## config.mk

```make
export PLATFORM = sky130hd
export DESIGN_NAME = fetch_seq_ctrl
export DESIGN_NICKNAME = d
export VERILOG_FILES = /design/src/rtl/fetch_seq_ctrl.sv
export SDC_FILE = /design/constraint.sdc
export NUM_CORES = 1
export LEC_CHECK = 0
export CAP_MARGIN = 20
export CORE_AREA = 2 2 98 119
export DETAILED_ROUTE_END_ITERATION = 10
export DIE_AREA = 0 0 100 121
export GPL_TIMING_DRIVEN = 0
export PLACE_DENSITY = 0.85
export SLEW_MARGIN = 15
export SYNTH_ARGS = -nofsm -noshare
export SYNTH_HDL_FRONTEND = slang
export SYNTH_SLANG_ARGS = --single-unit
```

## constraint.sdc

```tcl
create_clock -name clock_i -period 4.1 [get_ports clock_i]
set_input_delay 0.82 -clock clock_i [delete_from_list [all_inputs] [get_ports clock_i]]
set_output_delay 0.82 -clock clock_i [all_outputs]
set_load 0.03 [all_outputs]
```

## src/rtl/fetch_seq_ctrl.sv

```systemverilog
// ---------------------------------------------------------------------------
// fetch_seq_ctrl
//
// Purpose:
//   Instruction-fetch sequencer sitting between the PC register and an
//   SRAM-like instruction bus (req / addr_ok / data_ok). It keeps exactly one
//   fetch outstanding, tells the PC when to advance (pc+4 or a redirect
//   target), remembers redirects that arrive while a fetch is in flight so
//   the wrong-path word can be thrown away, and holds one fetched
//   instruction for the decode stage.
//
// Ports:
//   clock_i             clock
//   reset_i             asynchronous reset, active-low
//   pc_i                current PC register value
//   pc_advance_o        PC updates at the next edge (0 holds PC)
//   pc_redirect_o       with pc_advance_o: load pc_redirect_addr_o, not pc+4
//   pc_redirect_addr_o  redirect target for the PC
//   redirect_i          flush/redirect request (already prioritised)
//   redirect_addr_i     target of redirect_i
//   inst_req_o          bus request
//   inst_addr_o         bus address
//   inst_addr_ok_i      bus accepted the request
//   inst_data_ok_i      bus read data valid
//   inst_rdata_i        bus read data
//   id_stall_i          decode cannot accept the buffered entry
//   inst_valid_o        output buffer holds an entry
//   inst_o              buffered instruction word
//   inst_pc_o           PC of the buffered instruction
//   inst_adel_o         buffered entry is a misaligned-fetch fault
//
// Optional feature (define FETCH_PERF_CNT_EN):
//   perf_wait_cycles_o  saturating count of cycles spent in S_REQ or S_WAIT
//   perf_cancel_cnt_o   saturating count of returned words that were dropped
// ---------------------------------------------------------------------------
module fetch_seq_ctrl #(
    parameter int DATA_W = 32,
    parameter int PERF_W = 32
) (
    input  logic              clock_i,
    input  logic              reset_i,
    input  logic [31:0]       pc_i,
    output logic              pc_advance_o,
    output logic              pc_redirect_o,
    output logic [31:0]       pc_redirect_addr_o,
    input  logic              redirect_i,
    input  logic [31:0]       redirect_addr_i,
    output logic              inst_req_o,
    output logic [31:0]       inst_addr_o,
    input  logic              inst_addr_ok_i,
    input  logic              inst_data_ok_i,
    input  logic [DATA_W-1:0] inst_rdata_i,
    input  logic              id_stall_i,
    output logic              inst_valid_o,
    output logic [DATA_W-1:0] inst_o,
    output logic [31:0]       inst_pc_o,
    output logic              inst_adel_o
`ifdef FETCH_PERF_CNT_EN
    ,
    output logic [PERF_W-1:0] perf_wait_cycles_o,
    output logic [PERF_W-1:0] perf_cancel_cnt_o
`endif
);

    typedef enum logic [1:0] {
        S_IDLE = 2'd0,
        S_REQ  = 2'd1,
        S_WAIT = 2'd2,
        S_ERR  = 2'd3
    } state_t;

    state_t              state_q;
    state_t              state_d;

    logic                buf_valid_q;
    logic [DATA_W-1:0]   buf_inst_q;
    logic [31:0]         buf_pc_q;
    logic                buf_adel_q;

    logic                cancel_q;
    logic [31:0]         pend_addr_q;

    logic                buf_free;
    logic                buf_consume;
    logic                buf_load;
    logic [DATA_W-1:0]   load_inst;
    logic                load_adel;
    logic                buf_flush;
    logic                set_cancel;
    logic                clr_cancel;

    // The buffer is handed to decode on any cycle it is valid and decode is
    // not stalling; "free" means a new entry could be written this cycle.
    assign buf_consume = buf_valid_q & ~id_stall_i;
    assign buf_free    = ~buf_valid_q | ~id_stall_i;

    assign inst_valid_o = buf_valid_q;
    assign inst_o       = buf_inst_q;
    assign inst_pc_o    = buf_pc_q;
    assign inst_adel_o  = buf_adel_q;

    // Next-state and control decode. Every non-buffer output is a pure
    // function of the current state and inputs. While reset_i is low all of
    // them are forced to 0 so the bus and PC see nothing even if redirect_i
    // happens to be high during reset. A redirect that coincides with the
    // returning word wins over an older pending redirect (newest target).
    always_comb begin
        state_d            = state_q;
        pc_advance_o       = 1'b0;
        pc_redirect_o      = 1'b0;
        pc_redirect_addr_o = 32'd0;
        inst_req_o         = 1'b0;
        inst_addr_o        = 32'd0;
        buf_load           = 1'b0;
        load_inst          = '0;
        load_adel          = 1'b0;
        buf_flush          = 1'b0;
        set_cancel         = 1'b0;
        clr_cancel         = 1'b0;
        if (reset_i) begin
            unique case (state_q)
                S_IDLE: begin
                    if (redirect_i) begin
                        pc_advance_o       = 1'b1;
                        pc_redirect_o      = 1'b1;
                        pc_redirect_addr_o = redirect_addr_i;
                        buf_flush          = 1'b1;
                    end else if (buf_free && (pc_i[1:0] != 2'b00)) begin
                        buf_load  = 1'b1;
                        load_adel = 1'b1;
                        state_d   = S_ERR;
                    end else if (buf_free) begin
                        state_d = S_REQ;
                    end
                end
                S_REQ: begin
                    inst_req_o  = 1'b1;
                    inst_addr_o = pc_i;
                    if (redirect_i) begin
                        set_cancel = 1'b1;
                        buf_flush  = 1'b1;
                    end
                    if (inst_addr_ok_i) begin
                        state_d = S_WAIT;
                    end
                end
                S_WAIT: begin
                    if (inst_data_ok_i) begin
                        state_d    = S_IDLE;
                        clr_cancel = 1'b1;
                        if (redirect_i) begin
                            pc_advance_o       = 1'b1;
                            pc_redirect_o      = 1'b1;
                            pc_redirect_addr_o = redirect_addr_i;
                            buf_flush          = 1'b1;
                        end else if (cancel_q) begin
                            pc_advance_o       = 1'b1;
                            pc_redirect_o      = 1'b1;
                            pc_redirect_addr_o = pend_addr_q;
                        end else begin
                            pc_advance_o = 1'b1;
                            buf_load     = 1'b1;
                            load_inst    = inst_rdata_i;
                        end
                    end else if (redirect_i) begin
                        set_cancel = 1'b1;
                        buf_flush  = 1'b1;
                    end
                end
                S_ERR: begin
                    if (redirect_i) begin
                        pc_advance_o       = 1'b1;
                        pc_redirect_o      = 1'b1;
                        pc_redirect_addr_o = redirect_addr_i;
                        buf_flush          = 1'b1;
                        state_d            = S_IDLE;
                    end
                end
                default: begin
                    state_d = S_IDLE;
                end
            endcase
        end
    end

    // State, output buffer and pending-redirect registers. Buffer priority
    // is flush, then load, then consume, otherwise hold. The PC captured
    // with a load is pc_i itself, because the PC only advances on the same
    // edge that writes the buffer.
    always_ff @(posedge clock_i or negedge reset_i) begin
        if (!reset_i) begin
            state_q     <= S_IDLE;
            buf_valid_q <= 1'b0;
            buf_inst_q  <= '0;
            buf_pc_q    <= 32'd0;
            buf_adel_q  <= 1'b0;
            cancel_q    <= 1'b0;
            pend_addr_q <= 32'd0;
        end else begin
            state_q <= state_d;
            if (buf_flush) begin
                buf_valid_q <= 1'b0;
            end else if (buf_load) begin
                buf_valid_q <= 1'b1;
                buf_inst_q  <= load_inst;
                buf_pc_q    <= pc_i;
                buf_adel_q  <= load_adel;
            end else if (buf_consume) begin
                buf_valid_q <= 1'b0;
            end
            if (clr_cancel) begin
                cancel_q <= 1'b0;
            end else if (set_cancel) begin
                cancel_q    <= 1'b1;
                pend_addr_q <= redirect_addr_i;
            end
        end
    end

`ifdef FETCH_PERF_CNT_EN
    logic in_flight;
    logic discard;

    assign in_flight = (state_q == S_REQ) || (state_q == S_WAIT);
    assign discard   = reset_i && (state_q == S_WAIT) && inst_data_ok_i &&
                       (cancel_q || redirect_i);

    // Performance counters stick at all ones instead of wrapping.
    always_ff @(posedge clock_i or negedge reset_i) begin
        if (!reset_i) begin
            perf_wait_cycles_o <= '0;
            perf_cancel_cnt_o  <= '0;
        end else begin
            if (in_flight && (perf_wait_cycles_o != {PERF_W{1'b1}})) begin
                perf_wait_cycles_o <= perf_wait_cycles_o + 1'b1;
            end
            if (discard && (perf_cancel_cnt_o != {PERF_W{1'b1}})) begin
                perf_cancel_cnt_o <= perf_cancel_cnt_o + 1'b1;
            end
        end
    end
`endif

endmodule

```

==> results.json, run 1 <==
{
  "routed_wl_mm": 12.8,
  "drv_cap": 0,
  "ir_drop_mv": 0.509,
  "period_minus_slack_ns": 3.96,
  "fin_skew_ns": 0.00698,
  "worst_slew_pin_slew_ns": 0.480,
  "cp_slowest_cell": "clkdlybuf4s50_1",
  "final_common_cell": "clkdlybuf4s50_1",
  "cp-start-kind": "input port",
  "ant_nets": 0,
  "grt_pass1_wl_mm": 19.9,
  "crit_top_cell": "clkdlybuf4s50_1",
  "hold_viol_final": 0,
  "post-route-drc-count": 0,
  "p_leak_nw": 3.54,
  "path_buf_inv": 4,
  "yosysWarnings": 0,
  "cp_max_fo": 10,
  "gp_congestion": 0.811,
  "max_slew_margin_pct": 68.0,
  "io_pins": 235,
  "cp.arrival_ns": 3.14,
  "wl_per_cell_um": 17.0,
  "rows": 42,
  "die_h_um": 121,
  "drt_iter0_drc": 127,
  "drt_pass1_iterations": 4,
  "synth_seq_cells": 101,
  "grt_overflow": 0,
  "synth_cells": 372,
  "crit_path_end_kind": "output port",
  "grt_antenna_before_repair": 0,
  "holdWs_ns": 0.414,
  "finalCritPeriodShare_pct": 96.6,
  "syn_nets": 479,
  "cts_buffers": 9,
  "cts_tree": "done",
  "fin_cells": 755,
  "cts-root-buf": "clkbuf_16",
  "dp_hpwl_mm": 9.86,
  "grt_pass1_vias": 3953,
  "cts_sinks": 101,
  "fin_util_pct": 69.4,
  "grt_max_degree": 72,
  "initial_core_util_pct": 42.9,
  "final_cell_mix": "clkdlybuf4s50_1 (227), dfrtp_1 (101), mux2_2 (46)",
  "nNetsFinal": 725,
  "cpLargestDelayFamily": "buffers and inverters",
  "io_buffers": 234,
  "power_density_nw_per_um2": 704,
  "finalSetupViolCount": 0,
  "slew_viol_final": 0,
  "rsz0062_at_grt": "false",
  "htreeDepth": 3,
  "num_vias": 3824,
  "antennaDiodeCount": 0,
  "slowest_delay_ns": 0.68,
  "fp.dieArea_sq_um": 12100,
  "ys_seq_area_share_pct": 53.9,
  "core_area_sq_um": 10900,
  "cts-hold-fix-buffers": 0,
  "clkTransAtPathRegs_ns": 0.07,
  "p_total_mw": 5.34,
  "hp-class": "input port to async pin",
  "synthToLayoutAreaGrowth_pct": 61.8,
  "cts.path.max_buffers": 2,
  "insertion_delay_ns": 0.34,
  "outcome": "completed",
  "vias_per_cell": 5.06,
  "syn-mean-instance-area_sq_um": 12.6,
  "required_ns": 3.28,
  "fmax_ghz": 0.253,
  "synth_area_sq_um": 4690,
  "layout-drive-gt1-share_pct": 16.4,
  "critPathKind": "input port to output port",
  "crit_path_cell_trace": "clkdlybuf4s50_1 > buf_2 > a31oi_1 > a211o_1 > clkbuf_1 > nor2_1 > clkdlybuf4s50_1",
  "grt_usage_pct": 21.0,
  "post_cts_buffers": 0,
  "synth.distinct_cells": 28,
  "fillers": 797,
  "die_w_um": 100,
  "dp_cells": 739
}
==> layout make-up <==
type | count | area [sq um] | area share, %
sequential | 101 | 2530 | 33.3
timing repair buffer | 236 | 2410 | 31.8
tap | 132 | 165 | 2.18
inverter | 5 | 18.8 | 0.247
multi-input combinational | 237 | 2000 | 26.3
clock buffer | 9 | 225 | 2.97
buffer | 28 | 145 | 1.91
clock inverter | 7 | 97.6 | 1.29
==> report_power, final <==
group | switching (mW) | internal, mW
logic | 1.42 | 1.30
clock network | 0.376 | 0.538
registers | 0.252 | 1.45
==> flip-flops by register name, indices dropped and copies added (netlist names) <==
register	cells
inst_o	32
cancel_q	1
pend_addr_q	32
state_q	2
inst_adel_o	1
inst_valid_o	1
inst_pc_o	32
==> per-stage QoR <==
stage	setup WS [ns]	TNS [ns]	cell area (sq um)
6_report	0.140	0	7590
5_1_grt	0.00613	0	7590
4_1_cts	0.0687	0	7550
3_5_place_dp	-0.373	-9.50	7230
3_3_place_gp	-3.50	-577.81	7200
2_1_floorplan	1.21	0	4690
==> logic make-up (layout without fill, tap and decap cells) <==
family	after synthesis	after routing	synth area share, %
flip-flops	101	101	53.9
multiplexers	96	96	23.6
AND/OR/NAND/NOR	88	88	9.52
AO/OA/AOI/OAI	48	48	8.14
buffers and inverters	34	285	3.57
adder cells (fa/ha/maj)	5	5	1.33
==> per-layer routing <==
layer | track usage, % | routed length [um] | up-vias
met3 | 5.99 | 855 | 19
met2 | 36.7 | 6550 | 145
li1 | - | - | 1814
met1 | 24.6 | 5120 | 1846
met4 | 7.71 | 291 | 0
met5 | 0 | 0 | -
==> worst paths after layout <==
| kind | startpoint | to | slack, ns | depth (start not counted) |
|---|---|---|---|---|
| worst max register to register | state_q[0] | inst_o[29] | 2.02 | 8 |
| worst max-delay path | redirect_i | pc_redirect_addr_o[14] | 0.14 | 7 |
| worst min-delay path | reset_i | inst_pc_o[24] | 0.41 | 1 |
| max in group asynchronous | reset_i | state_q[1] | 3.13 | 2 |
| min in group clock_i | pend_addr_q[24] | pend_addr_q[24] | 0.51 | 1 |
| worst min register to register | pend_addr_q[24] | pend_addr_q[24] | 0.51 | 1 |
==> what timing repair did <==
| action | CTS | global route |
|---|---|---|
| gates resized for setup | 0 | 7 |
| gates cloned | 0 | 1 |
| endpoints found under the hold margin | 0 | 0 |
| endpoints found under the setup margin | 34 | 29 |
==> cell usage after synthesis <==
master | instances | area (sq um)
a22o_1 | 32 | 280
mux2_1 | 1 | 11.3
o21a_1 | 1 | 7.51
a21boi_2 | 1 | 11.3
nand2b_1 | 6 | 37.5
buf_2 | 14 | 70.1
mux2_2 | 46 | 518
o21ai_1 | 1 | 5.00
a31oi_1 | 1 | 6.26
nor2_1 | 38 | 143
a21oi_1 | 5 | 25.0
nand3_1 | 2 | 10.0
nand2_1 | 5 | 18.8
ha_1 | 5 | 62.6
nor2b_1 | 2 | 12.5
and3_1 | 32 | 200
buf_6 | 3 | 33.8
o2111ai_1 | 1 | 8.76
mux2_4 | 17 | 255
and2_1 | 2 | 12.5
inv_1 | 5 | 18.8
nor3b_2 | 1 | 12.5
clkbuf_1 | 12 | 45.0
mux2i_1 | 32 | 320
dfrtp_1 | 101 | 2530
a211o_1 | 1 | 8.76
a21oi_2 | 1 | 8.76
o21ai_0 | 4 | 20.0
Note: power is estimated with default switching activity, not from simulation.
==> run 2: changes to the inputs <==
==> constraint.sdc (replaced) <==
create_clock -name clock_i -period 4.95 [get_ports clock_i]
set_input_delay 0.99 -clock clock_i [delete_from_list [all_inputs] [get_ports clock_i]]
set_output_delay 0.99 -clock clock_i [all_outputs]
set_load 0.03 [all_outputs]
==> results.json, run 2 (synthesized netlist as in run 1, its figures left out) <==
{
  "synthToLayoutAreaGrowth_pct": 60.9,
  "critPathKind": "input port to output port",
  "cts_tree": "done",
  "cts-root-buf": "clkbuf_16",
  "required_ns": 3.96,
  "cts_resized": 0,
  "fillers": 799,
  "met1_usage_pct": 24.7,
  "cp.arrival_ns": 3.34,
  "final_cell_mix": "clkdlybuf4s50_1 (233), dfrtp_1 (101), mux2_2 (46)",
  "cp_max_fo": 10,
  "top_usage_layer": "met2",
  "finalCritPeriodShare_pct": 87.4,
  "outcome": "completed",
  "drv_cap": 0,
  "grt_usage_pct": 21.1,
  "dp_hpwl_mm": 9.86,
  "routed_wl_mm": 12.7,
  "p_leak_nw": 3.42,
  "grt_overflow": 0,
  "cp-start-kind": "input port",
  "clkTransAtPathRegs_ns": 0.07,
  "nNetsFinal": 724,
  "wl_per_cell_um": 16.8,
  "crit_path_end_kind": "output port",
  "io_pins": 235,
  "htreeDepth": 3,
  "post_cts_buffers": 0,
  "antennaDiodeCount": 0,
  "grt_max_degree": 63,
  "power_density_nw_per_um2": 586,
  "fp.dieArea_sq_um": 12100,
  "rows": 42,
  "globalRouteMet3Util_pct": 5.99,
  "ant_nets": 0,
  "fin_tns_setup_ns": 0,
  "slew_viol_final": 0,
  "insertion_delay_ns": 0.34,
  "fmax_ghz": 0.231,
  "vias_per_cell": 5.04,
  "gp_congestion": 0.811,
  "cts-hold-fix-buffers": 0,
  "final_common_cell": "clkdlybuf4s50_1",
  "gr-usage-met2_pct": 36.7,
  "io_buffers": 234,
  "hp-class": "flop to flop",
  "ir_drop_mv": 0.421,
  "cts.path.max_buffers": 2,
  "grt_antenna_before_repair": 0,
  "grt_pass1_wl_mm": 20.0,
  "hold_viol_final": 0,
  "crit_top_cell": "clkdlybuf4s50_1",
  "cts_sinks": 101,
  "initial_core_util_pct": 42.9,
  "period_minus_slack_ns": 4.33,
  "num_vias": 3798,
  "grt_pass1_vias": 3965,
  "max_slew_margin_pct": 68.0,
  "die_h_um": 121,
  "cp_slowest_cell": "clkdlybuf4s50_1",
  "cpLargestDelayFamily": "buffers and inverters",
  "post-route-drc-count": 0,
  "finalSetupViolCount": 0,
  "slowest_delay_ns": 0.69,
  "rsz0062_at_grt": "false",
  "fin_skew_ns": 0.00701,
  "layout-drive-gt1-share_pct": 16.2,
  "worst_slew_pin_slew_ns": 0.479,
  "p_total_mw": 4.42,
  "seq_area_sq_um": 2530,
  "drt_pass1_iterations": 4,
  "crit_path_cell_trace": "clkdlybuf4s50_1 > buf_2 > a31oi_1 > a211o_1 > clkbuf_1 > nor2_1 > clkdlybuf4s50_1",
  "multi_input_area_sq_um": 2000,
  "cts_buffers": 9,
  "drt_iter0_drc": 111,
  "path_buf_inv": 4,
  "die_w_um": 100,
  "core_area_sq_um": 10900
}
-- run 2: changes by cell type in the layout (fill, tap and decap cells not counted), sizes merged --
cell           delta
clkbuf            -2
clkdlybuf4s50     +6
dlymetal6s2s      -6
buf               +1
-- run 2: report_power, final --
| part | total (mW) | internal [mW] | leakage [nW] | switching (mW) |
|---|---|---|---|---|
| Sequential | 1.41 | 1.20 | 1.27 | 0.208 |
| Combinational | 2.25 | 1.08 | 2.00 | 1.17 |
| Clock | 0.755 | 0.446 | 0.152 | 0.309 |
| Total | 4.42 | 2.73 | 3.42 | 1.69 |
-- run 2: final cells by class --
cell class	instances	area share, %
clock buffers	9	2.98
inverters	5	0.249
plain buffers	28	1.92
flip-flops and latches	101	33.5
well taps	132	2.19
clock inverters	7	1.29
repair buffers	235	31.4
multi-input cells	237	26.4
-- run 2: worst register-to-register path, cell delays in order, from the launching register on --
cell,delay [ns]
dfrtp_1,0.42
inv_1,0.11
ha_1,0.29
nand2_1,0.13
nor2_1,0.20
and2_1,0.16
clkbuf_1,0.25
buf_2,0.28
a22o_1,0.18
-- run 2: routing by layer --
| metal | up-vias | wire length [um] |
|---|---|---|
| met5 | - | 0 |
| met4 | 0 | 291 |
| met3 | 19 | 855 |
| met2 | 145 | 6420 |
| met1 | 1823 | 5090 |
| li1 | 1811 | - |
-- run 2: through the flow --
stage | instances | util (%) | worst slack, ns | hold slack, ns | area, sq um
after floorplan | 372 | - | 1.72 | 0.457 | 4690
after global routing | 754 | 69.0 | 0.379 | 0.517 | 7550
after CTS | 755 | 69.1 | 0.125 | 0.509 | 7550
after detailed placement | 739 | 66.1 | 0.137 | 0.479 | 7230
after global placement | 738 | 65.9 | -2.99 | 0.469 | 7200
final | 754 | 69.0 | 0.624 | 0.506 | 7550
-- run 2: final timing paths --
| kind | startpoint | slack [ns] | depth (start not counted) | endpoint |
|---|---|---|---|---|
| worst max-delay path | redirect_i | 0.62 | 7 | pc_redirect_addr_o[27] |
| worst min-delay path | inst_pc_o[12] | 0.51 | 1 | inst_pc_o[12] |
| worst max register to register | state_q[0] | 2.86 | 8 | inst_o[29] |
| worst min register to register | inst_pc_o[12] | 0.51 | 1 | inst_pc_o[12] |
| max in group asynchronous | reset_i | 3.73 | 2 | inst_o[24] |
| min in group asynchronous | reset_i | 0.56 | 1 | inst_pc_o[24] |
